## src/rtl/uart_arb_pkg.sv

```systemverilog
// uart_arb_pkg: shared types and constants for the uart_tx round-robin arbiter
package uart_arb_pkg;
  localparam int BYTE_W = 8;
  localparam int BUSY_TIMEOUT_DEF = 8;
  typedef enum logic [1:0] {IDLE, START, WAIT_BUSY, WAIT_DONE} arb_state_t;
endpackage

```

## src/rtl/uart_rr_pick.sv

```systemverilog
// uart_rr_pick: combinational rotate-priority picker, first valid index at or above ptr
// Ports: req_valid (N) and ptr in; gnt (one-hot or zero), idx (winner), any_valid out.
module uart_rr_pick #(
  parameter int N = 4,
  localparam int IW = $clog2(N)
) (
  input  logic [N-1:0]  req_valid,
  input  logic [IW-1:0] ptr,
  output logic [N-1:0]  gnt,
  output logic [IW-1:0] idx,
  output logic          any_valid
);
  logic [IW-1:0] j;
  always_comb begin
    idx = '0;
    any_valid = 1'b0;
    j = ptr;
    for (int k = 0; k < N; k++) begin
      if (!any_valid && req_valid[j]) begin
        idx = j;
        any_valid = 1'b1;
      end
      j = (j == IW'(N - 1)) ? '0 : j + 1'b1;
    end
  end
  assign gnt = any_valid ? (N'(1) << idx) : '0;
endmodule

```

## src/rtl/uart_tx_arbiter.sv

```systemverilog
// uart_tx_arbiter: round-robin sharing of one uart_tx among NUM_REQ byte producers
// Ports: req_valid/req_data/req_ready producer handshake; tx_start/tx_data/tx_busy to uart_tx;
//        grant_id, active, done (frame complete pulse), err (busy timeout pulse).
// Optional: define UART_ARB_TIMEOUT_EN to abandon a grant when tx_busy never rises.
module uart_tx_arbiter
  import uart_arb_pkg::*;
#(
  parameter int NUM_REQ = 4,
  parameter int BUSY_TIMEOUT = BUSY_TIMEOUT_DEF,
  localparam int IW = $clog2(NUM_REQ)
) (
  input  logic                      clk,
  input  logic                      rst_n,
  input  logic [NUM_REQ-1:0]        req_valid,
  input  logic [BYTE_W*NUM_REQ-1:0] req_data,
  output logic [NUM_REQ-1:0]        req_ready,
  output logic                      tx_start,
  output logic [BYTE_W-1:0]         tx_data,
  input  logic                      tx_busy,
  output logic [IW-1:0]             grant_id,
  output logic                      active,
  output logic                      done,
  output logic                      err
);
  arb_state_t state, state_nxt;
  logic [IW-1:0] ptr, win;
  logic [NUM_REQ-1:0] gnt;
  logic any_valid, tmo, fin;
  logic [BYTE_W-1:0] bytes [NUM_REQ];
  for (genvar g = 0; g < NUM_REQ; g++) begin : g_bytes
    assign bytes[g] = req_data[g*BYTE_W +: BYTE_W];
  end
  uart_rr_pick #(.N(NUM_REQ)) u_pick (
    .req_valid(req_valid),
    .ptr(ptr),
    .gnt(gnt),
    .idx(win),
    .any_valid(any_valid)
  );
`ifdef UART_ARB_TIMEOUT_EN
  localparam int CW = $clog2(BUSY_TIMEOUT + 1);
  logic [CW-1:0] cnt;
  always_ff @(posedge clk or negedge rst_n)
    if (!rst_n) cnt <= '0;
    else cnt <= (state == WAIT_BUSY) ? cnt + 1'b1 : '0;
  assign tmo = (state == WAIT_BUSY) && !tx_busy && (cnt == CW'(BUSY_TIMEOUT - 1));
`else
  assign tmo = 1'b0;
`endif
  // uart_tx keeps busy low for one cycle after start, so only WAIT_DONE treats low busy as completion
  assign fin = (state == WAIT_DONE) && !tx_busy;
  assign req_ready = (state == IDLE) ? gnt : '0;
  always_comb begin
    state_nxt = state;
    case (state)
      IDLE:      state_nxt = any_valid ? START : IDLE;
      START:     state_nxt = WAIT_BUSY;
      WAIT_BUSY: state_nxt = tx_busy ? WAIT_DONE : (tmo ? IDLE : WAIT_BUSY);
      WAIT_DONE: state_nxt = fin ? IDLE : WAIT_DONE;
      default:   state_nxt = IDLE;
    endcase
  end
  always_ff @(posedge clk or negedge rst_n)
    if (!rst_n) state <= IDLE;
    else state <= state_nxt;
  always_ff @(posedge clk or negedge rst_n)
    if (!rst_n) begin
      tx_start <= 1'b0;
      tx_data  <= '0;
      grant_id <= '0;
      active   <= 1'b0;
      done     <= 1'b0;
      err      <= 1'b0;
      ptr      <= '0;
    end else begin
      tx_start <= state_nxt == START;
      active   <= state_nxt != IDLE;
      done     <= fin;
      err      <= tmo;
      if (state == IDLE && any_valid) begin
        tx_data  <= bytes[win];
        grant_id <= win;
      end
      if (fin || tmo) ptr <= (grant_id == IW'(NUM_REQ - 1)) ? '0 : grant_id + 1'b1;
    end
endmodule
```

## config.mk

```make
export PLATFORM = sky130hd
export DESIGN_NAME = uart_tx_arbiter
export DESIGN_NICKNAME = d
export VERILOG_FILES = /design/src/rtl/uart_arb_pkg.sv /design/src/rtl/uart_rr_pick.sv /design/src/rtl/uart_tx_arbiter.sv
export SDC_FILE = /design/constraint.sdc
export NUM_CORES = 1
export LEC_CHECK = 0
export ABC_CLOCK_PERIOD_IN_PS = 2730
export CORE_AREA = 2 2 63 65
export DETAILED_ROUTE_END_ITERATION = 10
export DIE_AREA = 0 0 65 67
export GPL_TIMING_DRIVEN = 0
export PLACE_DENSITY = 0.73
export SETUP_SLACK_MARGIN = 0.1
export SLEW_MARGIN = 20
export SYNTH_ARGS = -nofsm -noshare
export SYNTH_HDL_FRONTEND = slang
export SYNTH_SLANG_ARGS = --single-unit
```

## constraint.sdc

```tcl
create_clock -name clk -period 2.73 [get_ports clk]
set_input_delay 0.546 -clock clk [delete_from_list [all_inputs] [get_ports clk]]
set_output_delay 0.546 -clock clk [all_outputs]
set_load 0.01 [all_outputs]
```

# [After elaboration in Yosys (flattened, before gate mapping)]
# Index checks and enable logic that the tools add are counted.
[totals] ff_bits=17 in_bits=39 output_inout_bits=18 elab_cells=66
[classes] addsub=4 n_lt_le_gt_ge=5 eq_ne=8 n_shift=1 mux=29 n_bitwise=1 n_reduce_logical=11
[ops] cell="2-bit two-way mux" count=9
[ops] cell="8-bit binary-select mux with 2-bit select" count=1
[ops] cell="8-bit two-way mux" count=2
[ops] cell="2-bit equality test, second input constant" count=6
[ops] cell="2-bit by 3-bit less-than comparator with 1-bit output, second input constant" count=4
[ops] cell="1-bit two-way mux" count=10
[ops] cell="2-bit by 1-bit adder with 2-bit output, second input constant" count=4
[ops] cell="1-bit binary-select mux with 2-bit select" count=4
[ops] cell="4-bit two-way mux" count=2
[ops] cell="2-bit case mux with 4 select lines" count=1
[ops] cell="1-bit logical AND" count=5
[ops] cell="2-bit by 1-bit equality test with 1-bit output, second input constant" count=2
[ops] cell="1-bit logical NOT" count=4
[ops] cell="1-bit by 2-bit << shifter with 4-bit output, first input constant" count=1
[ops] cell="3-bit >= comparator, second input constant" count=1
[ops] cell="2-bit NOT with 3-bit output" count=1
[ops] cell="2-bit logical NOT" count=1
[ops] cell="2-bit nonzero test" count=1

# [Longest topological paths before layout]
# Gate-level depths: netlist of run 1.
[depth] ltp_word=16 ltp_mapped=10 ltp_nobuf=8

# [Modules after synthesis]
# From an unflattened synthesis of run 1, not the netlist that was laid out.
[hier_totals] cells_unflattened=101 area_unflattened_um2=1268.7
[by_module_without_submodules] mod="uart_tx_arbiter" n_inst=1 cells_each=55 area_each_um2=867.1
[by_module_without_submodules] mod="uart_rr_pick" n_inst=1 cells_each=46 area_each_um2=401.6

# [Least setup slack after synthesis of run 1]
# Ideal clock, no wire load.
[synth_timing] path_type="register -> output" start="register ptr[0]" end="output req_ready[2]" arrival_ns=2.396 path_slack_ns=-0.212 path_stages_with_launch=10 cell_sequence="dfrtp_1 -> ha_1 -> buf_2 -> or4_1 -> o311ai_1 -> or4b_1 -> o211a_2 -> buf_6 -> inv_2 -> nor3_1"
[synth_via] elab_chain_cells=15
[synth_lines] item="from (decl)" line="uart_tx_arbiter.sv:26" source="logic [IW-1:0] ptr, win;"
[synth_lines] item="from (signal assigned)" line="uart_tx_arbiter.sv:84" source="if (fin || tmo) ptr <= (grant_id == IW'(NUM_REQ - 1)) ? '0 : grant_id + 1'b1;"
[synth_lines] item="branches (longest 13 deep; another with 2-bit by 1-bit adder with 2-bit output)"
[synth_lines] item="4-bit two-way mux *" line="uart_rr_pick.sv:26" source="assign gnt = any_valid ? (N'(1) << idx) : '0;"
[synth_lines] item="4-bit two-way mux *" line="uart_tx_arbiter.sv:52" source="assign req_ready = (state == IDLE) ? gnt : '0;"
[synth_lines] item="to (decl)" line="uart_tx_arbiter.sv:16" source="output logic [NUM_REQ-1:0] req_ready,"
# Every way passes the cells marked *. The select of a mux whose other input is x is not followed.

# [Worst setup path after layout of run 1]
[layout_timing] start="input req_valid[1]" end="output req_ready[2]"
[layout_via] elab_chain_cells=15
[layout_lines] item="from (decl)" line="uart_tx_arbiter.sv:14" source="input logic [NUM_REQ-1:0] req_valid,"
[layout_lines] item="1-bit binary-select mux with 2-bit select" line="uart_rr_pick.sv:19" source="if (!any_valid && req_valid[j]) begin"
[layout_lines] item="1-bit two-way mux (implied by the code)" line="uart_rr_pick.sv:19"
[layout_lines] item="1-bit two-way mux" line="uart_rr_pick.sv:19"
[layout_lines] item="1-bit logical NOT" line="uart_rr_pick.sv:19"
[layout_lines] item="1-bit logical AND" line="uart_rr_pick.sv:19"
[layout_lines] item="1-bit two-way mux" line="uart_rr_pick.sv:19"
[layout_lines] item="1-bit logical NOT" line="uart_rr_pick.sv:19"
[layout_lines] item="1-bit logical AND" line="uart_rr_pick.sv:19"
[layout_lines] item="1-bit two-way mux" line="uart_rr_pick.sv:19"
[layout_lines] item="1-bit logical NOT" line="uart_rr_pick.sv:19"
[layout_lines] item="1-bit logical AND" line="uart_rr_pick.sv:19"
[layout_lines] item="2-bit two-way mux" line="uart_rr_pick.sv:19"
[layout_lines] item="1-bit by 2-bit << shifter with 4-bit output" line="uart_rr_pick.sv:26"
[layout_lines] item="4-bit two-way mux *" line="uart_rr_pick.sv:26"
[layout_lines] item="4-bit two-way mux *" line="uart_tx_arbiter.sv:52"
# Mark *: on every way between the ends. The rest lies on a longest branch, timed or not. The select of a mux whose other input is x is not followed.

==> run metrics, run 1 <==
fin worst setup slack -0.2946 ns; Cell variety after synth 48; post-route cell area 2416 um^2; Reg2Reg Setup Slack 0.09 ns; number of antenna repair diodes 0; Mean Syn Cell Area 9.037 um^2; Post-synth ARST share 1.000; port bufs 54; crit end category output port; GRT Overall Usage 0.2201; Rel. slew slack 0.4482; TritonCTS Buffers 3; fin. max-slew vios 0; clk_lat worst skew 0.26 ns; Min Hold Slack 0.5111 ns; area grow syn2layout 80.64%; core area 3606 um^2; largest net degree at the start of global routing 18; clk slew on worst S/H paths 0.07 ns; WHS Path Cells 2; Mapped Cells 148; FF+latch count, synth 17; # rows 22; cts hold-fix bufs 0; period utilization 1.108; Crit-path slowest cell mux4_2; CTS tree built; HP Class flip-flop to flip-flop; CP max FO 7; HP Start state[1]$_DFF_PN0_; Setup CP Type input pin to output port; post-layout min period 3.025 ns; Power Dens Cells 1342 nW/um^2; Post-DRT Antenna Nets 0; unrepaired setup endpoints after global routing true; Crit path required time 2.18 ns; commonest cells after routing, fill and taps aside 47 x clkdlybuf4s50_1, 19 x buf_4, 16 x dfrtp_1, 11 x o21ai_0; layout cell share with drive strength beyond 1 0.3584; CTS Sinks 17; EDFF count, synth 0; Worst Hold Endpoint state[0]$_DFF_PN0_; Fin. Hold Viols 0; Congestion Overflow GR 0; fin cells 274; setup violators final 4; Pre-antenna DRT Iters 5; syn nets 189; Final #Nets 268; Worst R2R End tx_data[1]$_DFFE_PN0P_; vias in the first global route 1618; Reg2Reg Launch Point ptr[0]$_DFFE_PN0P_; leakage 0.001014 uW; Worst VDD drop 0.5557 mV; vias per cell 5.653; initial core utilization 0.3709; outcome finished with violations; mapped cell area 1338 um^2; WL final 4622 um; crit-path max cell delay 0.51 ns; register area 426.7 um^2; Multi-input gate area 1015 um^2; ys flop type dfrtp_1; Avg WL per Cell 16.87 um; Cell Chain, Critical Path clkdlybuf4s15_2 > mux4_2 > nor2_4 > or4b_4 > o211a_4 > buf_12 > inv_12 > nor3_4 > buf_2; Worst-Margin Slew 0.8251 ns; first-pass GRT wire length 7383 um; Seq/Total Area, Yosys 0.3181; DR DRC count 0; depth of the most critical reg-to-reg path 10; via count 1549; HPWL Detailed 3120 um; commonest non-fill, non-tap cell in the layout clkdlybuf4s50_1; max-cap check violation count 0; final cell utilization of the core 0.6700; Cell Area, Placed 2095 um^2; startpoint types input pin; Ys Warns 0; Post-Place Cells 250; total power 3242 uW; Fillers 292; gp weighted congestion 0.8732; failing checks setup timing; I/O pin count 57; clock root cell clkbuf_8; initial antenna violation count 0; Max Buffers Root-to-Sink 2; Post-Route Skew 0.002237 ns; # H-tree levels 1; DIE HEIGHT 67 um; Worst EP arrival 2.48 ns; Die Wd 65 um; area of the die 4355 um^2; Detailed Route Iter0 Violations 115; fmax 0.3306 GHz
==> stage by stage <==
step / setup TNS, ns / setup WS [ns]
finish: -1.091 / -0.2946
floorplan: 0 / 0.009212
detailed placement: -7.887 / -1.213
global route: -1.353 / -0.3624
CTS: -1.134 / -0.3055
global placement: -7.983 / -1.232
==> Yosys cell counts, drive strengths merged, types with 3 or more instances <==
cell type	instances	area (um^2)
a21oi	9	45.04
a31oi	8	50.05
a41o	8	80.08
buf	9	60.06
clkbuf	3	12.51
dfrtp	17	425.4
inv	6	22.52
mux2i	9	90.09
nand2	11	43.80
nor2	10	40.04
nor2b	3	18.77
nor3	3	15.01
o21ai	13	65.06
or3b	9	78.83
==> worst max-delay path: cells and delay by family <==
family | cells | cell delay [ns]
muxes | 1 | 0.51
and+or+nand+nor | 3 | 0.65
AOI/OAI and AO/OA | 1 | 0.17
buffers and inverters | 4 | 0.59
==> area by class of cell <==
type	count	share of cell area
Buffer	11	0.05334
Clock buffer	3	0.01709
Clock inverter	1	0.003107
Inverter	7	0.01813
Multi-Input combinational cell	112	0.4200
Sequential cell	17	0.1766
Tap cell	48	0.02486
Timing Repair Buffer	75	0.2869
==> worst max path at each step <==
stage	from	to	depth (start not counted)
2_1_floorplan	req_valid[2]	req_ready[3]	7
3_3_place_gp	req_valid[2]	req_ready[2]	10
3_5_place_dp	req_valid[2]	req_ready[2]	10
4_1_cts	ptr[0]$_DFFE_PN0P_	req_ready[3]	8
5_1_grt	ptr[1]$_DFFE_PN0P_	req_ready[2]	9
6_report	req_valid[1]	req_ready[2]	9
==> logic make-up after synthesis <==
logic type	synth area share
AO/OA/AOI/OAI	0.2638
AND/OR/NAND/NOR	0.2049
buffers and inverters	0.07390
flip-flops	0.3181
multiplexers	0.1179
adder cells (fa/ha/maj)	0.01871
other	0.002804
==> metal layers <==
layer  GRT usage  wire length, um  vias to the layer above
met4     0.09574               70                        0
met3     0.03209              331                        6
met5           0                0                        -
met2      0.3930             2366                       81
li1            -                -                      718
met1      0.2615             1853                      744
==> report_power, final <==
| group | internal [uW] | switching [uW] |
|---|---|---|
| registers | 374 | 82.5 |
| clock network | 103 | 98.5 |
| logic | 1310 | 1280 |
==> repair_timing <==
action	4_1_cts	5_1_grt
pin swaps	11	6
buffers inserted	19	3
endpoints found under the setup margin	13	12
gates resized for setup	55	4
==> flip-flops by register name, indices dropped and copies added, names as in the netlist <==
register and count:
active 1, done 1, grant_id 2, ptr 2, state 2, tx_data 8, tx_start 1
No activity file was read; power rests on OpenSTA's default activity.
==> inputs of run 2 (changes only) <==
==> constraint.sdc (replaced) <==
create_clock -name clk -period 2.73 [get_ports clk]
set_input_delay 0.6825 -clock clk [delete_from_list [all_inputs] [get_ports clk]]
set_output_delay 0.6825 -clock clk [all_outputs]
set_load 0.01 [all_outputs]
==> run 2 against run 1 <==
  * The run still ends with setup timing left
  * Flip-flop and latch count stayed put
  * Non-clock buffer count is 2 higher
  * Routed wire length is 2.4% higher
  * Final cell count is 0.73% higher
  * Critical endpoint unchanged
==> run metrics, run 2 (same netlist as run 1, synthesis figures left out) <==
clk_lat worst skew 0.26 ns; fmax 0.3085 GHz; DR DRC count 0; fin worst setup slack -0.5112 ns; # rows 22; Congestion Overflow GR 0; Post-Place Cells 250; commonest non-fill, non-tap cell in the layout clkdlybuf4s50_1; max-cap check violation count 0; I/O pin count 57; GRT Overall Usage 0.2230; Fin. Hold Viols 0; Post-Route Skew 0.001785 ns; Buffers & Inverters on Critical Path 5; via count 1582; Cell Chain, Critical Path buf_6 > buf_8 > mux4_2 > nor2_4 > or4b_4 > o211a_4 > buf_12 > inv_8 > nor3_4 > buf_2; Avg WL per Cell 17.15 um; # H-tree levels 1; fin cells 276; outcome finished with violations; CTS Sinks 17; layout cell share with drive strength beyond 1 0.3553; Pre-antenna DRT Iters 6; Power Dens Cells 1329 nW/um^2; leakage 0.001035 uW; Crit path required time 2.05 ns; Worst-Margin Slew 0.8006 ns; Reg with most FFs tx_data; Worst EP arrival 2.56 ns; setup violators final 4; number of antenna repair diodes 0; Final #Nets 270; Detailed Route Iter0 Violations 86; DIE HEIGHT 67 um; unrepaired setup endpoints after global routing true; CP max FO 7; port bufs 54; crit-path max cell delay 0.48 ns; startpoint types input pin; area of the die 4355 um^2; TritonCTS Buffers 3; core area 3606 um^2; largest net degree at the start of global routing 18; Cell Area, Placed 2051 um^2; setup TNS -1.946 ns; post-route cell area 2409 um^2; Worst VDD drop 0.5810 mV; HP Class flip-flop to flip-flop; Crit-path slowest cell mux4_2; Rel. slew slack 0.4646; CTS tree built; period utilization 1.187; Die Wd 65 um; vias in the first global route 1626; total power 3201 uW; delay-heaviest family, CP simple AND/OR/NAND/NOR gates; HPWL Detailed 3176 um; area grow syn2layout 80.07%; failing checks setup timing; clock root cell clkbuf_8; first-pass GRT wire length 7472 um; WL final 4733 um; initial antenna violation count 0; initial core utilization 0.3709; post-layout min period 3.241 ns; clk slew on worst S/H paths 0.07 ns; crit end category output port; max FFs per register 8; fin. max-slew vios 0; Post-DRT Antenna Nets 0; Max Buffers Root-to-Sink 2; commonest cells after routing, fill and taps aside 47 x clkdlybuf4s50_1, 19 x buf_4, 16 x dfrtp_1, 12 x buf_6, 12 x o21ai_0; Setup CP Type input pin to output port; gp weighted congestion 0.8646; vias per cell 5.732
==> run 2: cell count changes in the layout (fill, tap and decap cells not counted), sizes merged <==
cell           previous run  this run
buf                      35        40
clkbuf                    6         4
clkdlybuf4s15             1         0
==> run 2: repair_timing <==
item                                    4_1_cts  5_1_grt
endpoints found under the setup margin       15       12
pin swaps                                     9       13
hold buffers                                  0        0
resized for setup                            53       14
setup buffers                                18        6
==> run 2: power breakdown <==
| part | switching, uW | internal [uW] | total [uW] |
|---|---|---|---|
| sequential | 79.1 | 374 | 453 |
| clock | 91.6 | 103 | 195 |
| combinational | 1250 | 1300 | 2550 |
| total | 1420 | 1780 | 3200 |
==> run 2: worst reg2reg max path: stages (launching register included) <==
cell and delay (ns):
dfrtp_2 0.39, buf_4 0.15, mux4_2 0.55, nor2_4 0.13
or4b_4 0.48, o211a_4 0.18, buf_12 0.15, buf_6 0.11
buf_6 0.11, a41o_1 0.18, a31oi_1 0.14
==> run 2: worst paths after layout <==
path | end | from | slack (ns) | cells past startpoint
setup / recovery | req_ready[2] | req_valid[2] | -0.51 | 10
min in group asynchronous | tx_data[4]$_DFFE_PN0P_ | rst_n | 0.89 | 1
max in group asynchronous | ptr[0]$_DFFE_PN0P_ | rst_n | 1.30 | 1
setup reg to reg | tx_data[1]$_DFFE_PN0P_ | ptr[0]$_DFFE_PN0P_ | 0.09 | 10
hold / removal | state[0]$_DFF_PN0_ | state[1]$_DFF_PN0_ | 0.53 | 2
hold reg to reg | state[0]$_DFF_PN0_ | state[1]$_DFF_PN0_ | 0.53 | 2
==> run 2: layout make-up <==
class                           count  area (um^2)
Fill cell                         307         1197
Multi-Input combinational cell    112        992.2
Timing Repair Buffer               77        723.2
Sequential cell                    17        426.7
Buffer                             11        118.9
Tap cell                           48        60.06
Clock buffer                        3        41.29
Inverter                            7        38.79
Clock inverter                      1        7.507
==> run 2: stage by stage <==
step	setup WS (ns)	util	hold slack [ns]
after global placement	-1.413	0.5687	0.4840
after global routing	-0.5688	0.6679	0.5508
after CTS	-0.5152	0.6464	0.5285
after floorplan	-0.2640	-	0.3869
final	-0.5112	0.6679	0.5308
after detailed placement	-1.423	0.5687	0.5096
==> run 2: metal layers <==
metal,GRT usage,vias to the layer above,share of wire
met5,0,-,0
met4,0.09840,0,0.033
met3,0.04392,19,0.070
met2,0.4137,84,0.51
met1,0.2448,759,0.39
li1,-,720,-
